<file path="src/rtl/sid_pdm_out_if.sv">
// sid_pdm_out_if: audio sample and mute control in,
// 1-bit PDM stream and ramp status out.
interface sid_pdm_out_if;
  logic [7:0] audio_in;
  logic       enable;
  logic       sample_tick;
  logic       pdm_out;
  logic       muted;
  logic       ramping;

  modport master (
    output audio_in,
    output enable,
    input  sample_tick,
    input  pdm_out,
    input  muted,
    input  ramping
  );

  modport slave (
    input  audio_in,
    input  enable,
    output sample_tick,
    output pdm_out,
    output muted,
    output ramping
  );
endinterface

</file>
<file path="src/rtl/sid_pdm_out.sv">
// sid_pdm_out: prescaled sample capture, soft mute gain ramp
// and first-order sigma-delta modulator driving one pin.
module sid_pdm_out #(
  parameter int CLK_DIV = 1024
) (
  input  logic         clk,
  input  logic         rst,
  sid_pdm_out_if.slave bus
);

  localparam int DW = $clog2(CLK_DIV);
  localparam logic [DW-1:0] LAST = DW'(CLK_DIV - 1);

  typedef enum logic [1:0] {
    MUTED,
    RAMP_UP,
    ACTIVE,
    RAMP_DOWN
  } state_t;

  logic [DW-1:0] div_cnt;
  logic          wrap;
  logic          tick_q;
  logic [7:0]    sample_reg;
  state_t        state;
  logic [8:0]    gain;
  logic          muted_q;
  logic          ramping_q;
  logic [7:0]    scaled;
  logic [7:0]    scaled_d;
  logic [7:0]    acc;
  logic [8:0]    sum;
  logic          pdm_q;

  assign wrap = (div_cnt == LAST);

  always_ff @(posedge clk or posedge rst) begin
    if (rst) begin
      div_cnt <= '0;
      tick_q  <= 1'b0;
    end else begin
      div_cnt <= wrap ? '0 : div_cnt + 1'b1;
      tick_q  <= wrap;
    end
  end

  always_ff @(posedge clk or posedge rst) begin
    if (rst) begin
      sample_reg <= '0;
    end else if (wrap) begin
      sample_reg <= bus.audio_in;
    end
  end

  // Reversals hold gain for one tick; the clamps cover a
  // reversal that happens right at 0 or 256.
  always_ff @(posedge clk or posedge rst) begin
    if (rst) begin
      state     <= MUTED;
      gain      <= '0;
      muted_q   <= 1'b1;
      ramping_q <= 1'b0;
    end else if (wrap) begin
      unique case (state)
        MUTED: begin
          if (bus.enable) begin
            state     <= RAMP_UP;
            muted_q   <= 1'b0;
            ramping_q <= 1'b1;
          end
        end
        RAMP_UP: begin
          if (!bus.enable) begin
            state <= RAMP_DOWN;
          end else if (gain >= 9'd255) begin
            gain      <= 9'd256;
            state     <= ACTIVE;
            ramping_q <= 1'b0;
          end else begin
            gain <= gain + 9'd1;
          end
        end
        ACTIVE: begin
          if (!bus.enable) begin
            state     <= RAMP_DOWN;
            ramping_q <= 1'b1;
          end
        end
        RAMP_DOWN: begin
          if (bus.enable) begin
            state <= RAMP_UP;
          end else if (gain <= 9'd1) begin
            gain      <= '0;
            state     <= MUTED;
            muted_q   <= 1'b1;
            ramping_q <= 1'b0;
          end else begin
            gain <= gain - 9'd1;
          end
        end
      endcase
    end
  end

  // 17-bit product; gain 256 makes this an exact pass-through.
  assign scaled_d = 8'(({9'd0, sample_reg} * {8'd0, gain}) >> 8);

  always_ff @(posedge clk or posedge rst) begin
    if (rst) begin
      scaled <= '0;
    end else begin
      scaled <= scaled_d;
    end
  end

  assign sum = {1'b0, acc} + {1'b0, scaled};

  always_ff @(posedge clk or posedge rst) begin
    if (rst) begin
      acc   <= '0;
      pdm_q <= 1'b0;
    end else begin
      acc   <= sum[7:0];
      pdm_q <= sum[8];
    end
  end

  assign bus.sample_tick = tick_q;
  assign bus.pdm_out     = pdm_q;
  assign bus.muted       = muted_q;
  assign bus.ramping     = ramping_q;

endmodule

</file>
<file path="src/flat_wrapper.sv">
// flat-port wrapper written by rule: the top's interface ports become plain ports
module sid_pdm_out_flat 
#(
  parameter int CLK_DIV = 1024
)
  (clk, rst, bus_audio_in, bus_enable, bus_sample_tick, bus_pdm_out, bus_muted, bus_ramping);
  sid_pdm_out_if bus_i ();
  input  logic clk;
  input  logic rst;
  input wire logic [$bits(bus_i.audio_in)-1:0] bus_audio_in;
  input wire logic [$bits(bus_i.enable)-1:0] bus_enable;
  output wire logic [$bits(bus_i.sample_tick)-1:0] bus_sample_tick;
  output wire logic [$bits(bus_i.pdm_out)-1:0] bus_pdm_out;
  output wire logic [$bits(bus_i.muted)-1:0] bus_muted;
  output wire logic [$bits(bus_i.ramping)-1:0] bus_ramping;
  assign bus_i.audio_in = bus_audio_in;
  assign bus_i.enable = bus_enable;
  assign bus_sample_tick = bus_i.sample_tick;
  assign bus_pdm_out = bus_i.pdm_out;
  assign bus_muted = bus_i.muted;
  assign bus_ramping = bus_i.ramping;
  sid_pdm_out #(.CLK_DIV(CLK_DIV)) u_core (.clk(clk), .rst(rst), .bus(bus_i));
endmodule
</file>
<file path="config.mk">
export PLATFORM = sky130hd
export DESIGN_NAME = sid_pdm_out_flat
export DESIGN_NICKNAME = d
export VERILOG_FILES = /design/src/rtl/sid_pdm_out_if.sv /design/src/rtl/sid_pdm_out.sv /design/src/flat_wrapper.sv
export SDC_FILE = /design/constraint.sdc
export NUM_CORES = 1
export LEC_CHECK = 0
export ABC_CLOCK_PERIOD_IN_PS = 4100
export CAP_MARGIN = 20
export CORE_ASPECT_RATIO = 1.1
export CORE_UTILIZATION = 57
export CTS_BUF_LIST = sky130_fd_sc_hd__clkbuf_4 sky130_fd_sc_hd__clkbuf_8 sky130_fd_sc_hd__clkbuf_16
export CTS_CLUSTER_DIAMETER = 120
export CTS_CLUSTER_SIZE = 8
export DETAILED_ROUTE_END_ITERATION = 16
export PLACE_DENSITY = 0.82
export SLEW_MARGIN = 20
export SYNTH_ARGS = -nofsm -noshare
export SYNTH_HDL_FRONTEND = slang
export SYNTH_SLANG_ARGS = --single-unit
</file>
<file path="constraint.sdc">
create_clock -name clk -period 4.1 [get_ports clk]
set_clock_uncertainty 0.05 [all_clocks]
set_input_delay 0.82 -clock clk [delete_from_list [all_inputs] [get_ports clk]]
set_output_delay 0.82 -clock clk [all_outputs]
set_load 0.01 [all_outputs]
</file>
==> impl_results.md <==
* Failing checks: negative setup slack
* Nets@finish at 643
* Number of global-route vias before repair at 3758
* Relative slew slack at 0.333
* Cts hold-fix bufs at 0
* GPL Wtd Cong at 0.895
* Max-slew violation count at 0
* Clock root cell: clkbuf_8
* Seq/Total Area, Yosys at 0.256
* Cell area power density at 148 mW/mm2
* Min Tclk post-route at 4250 ps
* RSZ-0062 raised after global routing: true
* Regs by FF count: u_core.div_cnt (10), u_core.gain (9)
* FFs w/ async S/R, synth at 1.00
* Clk pin slew, worst setup/hold paths at 110 ps
* Die area at 0.00878 mm2
* Die width at 89.4 um
* Post-Syn Instances at 502
* Via Count at 3657
* Mapped Area at 0.00479 mm2
* Yosys warning count at 0
* Crit-path max cell delay at 520 ps
* First-pass GRT wire length at 16600 um
* Synth Register Bits at 49
* Post-layout util at 0.695
* Synth cell types at 65
* Largest net degree at the start of global routing at 50
* Max cap viols at 0
* Leakage at 0.00277 uW
* CP required at 4260 ps
* Crit path cell chain: buf_6, nand2_2, fa_1, fa_1, inv_1, fa_1, inv_1, fa_1, inv_2, ha_4, nor4_4, o31ai_4, a31oi_4, buf_6, buf_6, buf_6, o21bai_1, xor2_1
* DRC violations left at 0
* FILL cells at 567
* Gr usage total at 0.245
* Fraction of layout cells with a size suffix above 1 at 0.203
* # H-tree levels at 2
* Final hold viol count at 0
* Synth top area share at 0.251
* Post-DP HPWL at 7590 um
* Final setup viols at 5
* Post-route ant nets at 0
* Worst Hold Depth at 1
* TritonRoute pass-1 iters at 5
* Core ar. at 0.00804 mm2
* Number of CTS-inserted buffers at 5
* Routed length per instance at 15.7 um
* Avg Inst Size Synth at 9.55 um2
* Chip Height at 98.2 um
* Final setup margin at -154 ps
* Syn Nets at 603
* Worst R2R Path Depth at 18
* Starting Density at 0.596
* Final period utilization at 1.04
* Top reg by flops: u_core.div_cnt
* Top FF cell, synth: dfrtp_1
* Top post-synthesis cells by area: dfrtp_1 (25%), fa_1 (17%), ha_1 (13%)
* CP Class: reg2reg
* Max reg flops at 10
* Synth area leader: dfrtp_1
* WHS at 424 ps
* Crit path launch type: flip-flop
* Fmax at 235 MHz
* CP Max Fanout at 4
* Critical Path End Type: flip-flop
* Row cnt at 34
* Detailed Route Iter0 Violations at 137
* Setup TNS at -443 ps
* Worst-skew pair later-pin latency at 320 ps
* Worst-Margin Slew at 994 ps
* GR Overflow Total at 0
* CP max stage cell: fa_1
* Max Root-Sink Buffers at 2
* Final WL at 10200 um
* Layout area overhead at 16.6%
* N_diodes at 0
* Status: complete, but fails checks
* Port Buffer Count at 14
* Max VDD drop at 128 uV
* Vias per Instance at 5.62
* Antenna violations before repair at 0
* Type of the most critical hold path: reg2reg
* Post-synth EDFFs at 0
* Crit path arrival time at 4410 ps
* CTS Sinks at 49
* IO Pins at 15
* TritonCTS clock tree: done
[critical path: cells and delay by family (launching register included)]
family | cells | cell delay, ps
and+or+nand+nor | 2 | 400
adders and majority gates | 5 | 2100
buffers and inverters | 7 | 570
AOI/OAI and AO/OA | 3 | 440
DFF | 1 | 460
xor gates and xnor gates | 1 | 140
[synth_stat cells, drive strengths merged, types with 9 or more instances]
cell type	instances
inv	75
and2	54
ha	49
dfrtp	48
fa	41
nand2	31
nor2	23
a21oi	18
o21ai	17
nand3	14
xnor2	14
clkbuf	13
xor2	10
mux2	9
[cells by family after synthesis]
family | synth area share
and+or+nand+nor | 0.173
buffers and inverters | 0.0794
adders and majority gates | 0.299
AOI/OAI and AO/OA | 0.124
DFF | 0.256
xor gates and xnor gates | 0.0439
muxes | 0.0240
[worst paths after layout]
path | slack [ps] | to | startpoint
max | -150 | u_core.scaled[2]$_DFF_PP0_ | u_core.gain[1]$_DFFE_PP0P_
min | 420 | u_core.acc[0]$_DFF_PP0_ | u_core.scaled[0]$_DFF_PP0_
max reg2reg | -150 | u_core.scaled[2]$_DFF_PP0_ | u_core.gain[1]$_DFFE_PP0P_
min reg2reg | 420 | u_core.acc[0]$_DFF_PP0_ | u_core.scaled[0]$_DFF_PP0_
max in group asynchronous | 2550 | u_core.gain[3]$_DFFE_PP0P_ | rst
min in group asynchronous | 910 | u_core.sample_reg[7]$_DFFE_PP0P_ | rst
[placed cells by master, fill, tap and decap left out, types with 5 or more instances in the layout]
cell type        count
inv_1               70
fa_1                38
mux2_2               6
nor2_1              23
xnor2_1             13
nand3_1             13
buf_6                8
o21ai_1              7
and2_4               6
a21oi_1             14
nand2_1             28
clkdlybuf4s50_1     14
ha_1                44
clkbuf_8             5
o211ai_1             5
xor2_1              10
a31oi_1              6
dfrtp_1             38
and2_1              48
o21ai_0              7
buf_4               31
dfrtp_2             10
[final cells by class]
class	instances	area [um2]	share of cell area
Clock buffer	5	68.8	0.0123
Tap cell	108	135	0.0242
Multi-Input combinational cell	358	3360	0.602
Sequential cell	49	1240	0.222
Inverter	75	283	0.0506
Timing Repair Buffer	53	463	0.0829
Clock inverter	3	33.8	0.00605
[metal layers]
metal  vias to the layer above  GRT usage  wire, um  part of all wire
met5                         -          0         0                 0
met4                         0     0.0818       193             0.019
met3                        17     0.0355       391             0.038
met2                        94      0.435      5500              0.54
met1                      1801      0.299      4130              0.40
li1                       1745          -         -                 -
[timing repair]
item / 4_1_cts / 5_1_grt
endpoints found under the setup margin: 4 / 7
buffers inserted: 6 / 6
gates resized for setup: 11 / 33
gates cloned: 0 / 0
pin swaps: 10 / 23
[per-stage QoR]
stage               setup slack (ps)  power, uW  cell area (um2)  instances
floorplan                      -46.7        502             4940        502
global placement              -0.787        515             5230        631
detailed placement              -137        516             5230        631
CTS                            -82.9        833             5410        645
global route                    -298        853             5590        651
finish                          -154        828             5590        651
[power by group]
group	leakage, uW	internal [uW]	switching [uW]
clock network	0.0000511	128	195
logic	0.00208	9.65	12.9
registers	0.000637	483	0
total	0.00277	620	208
Power figures use the tool's default switching activity.
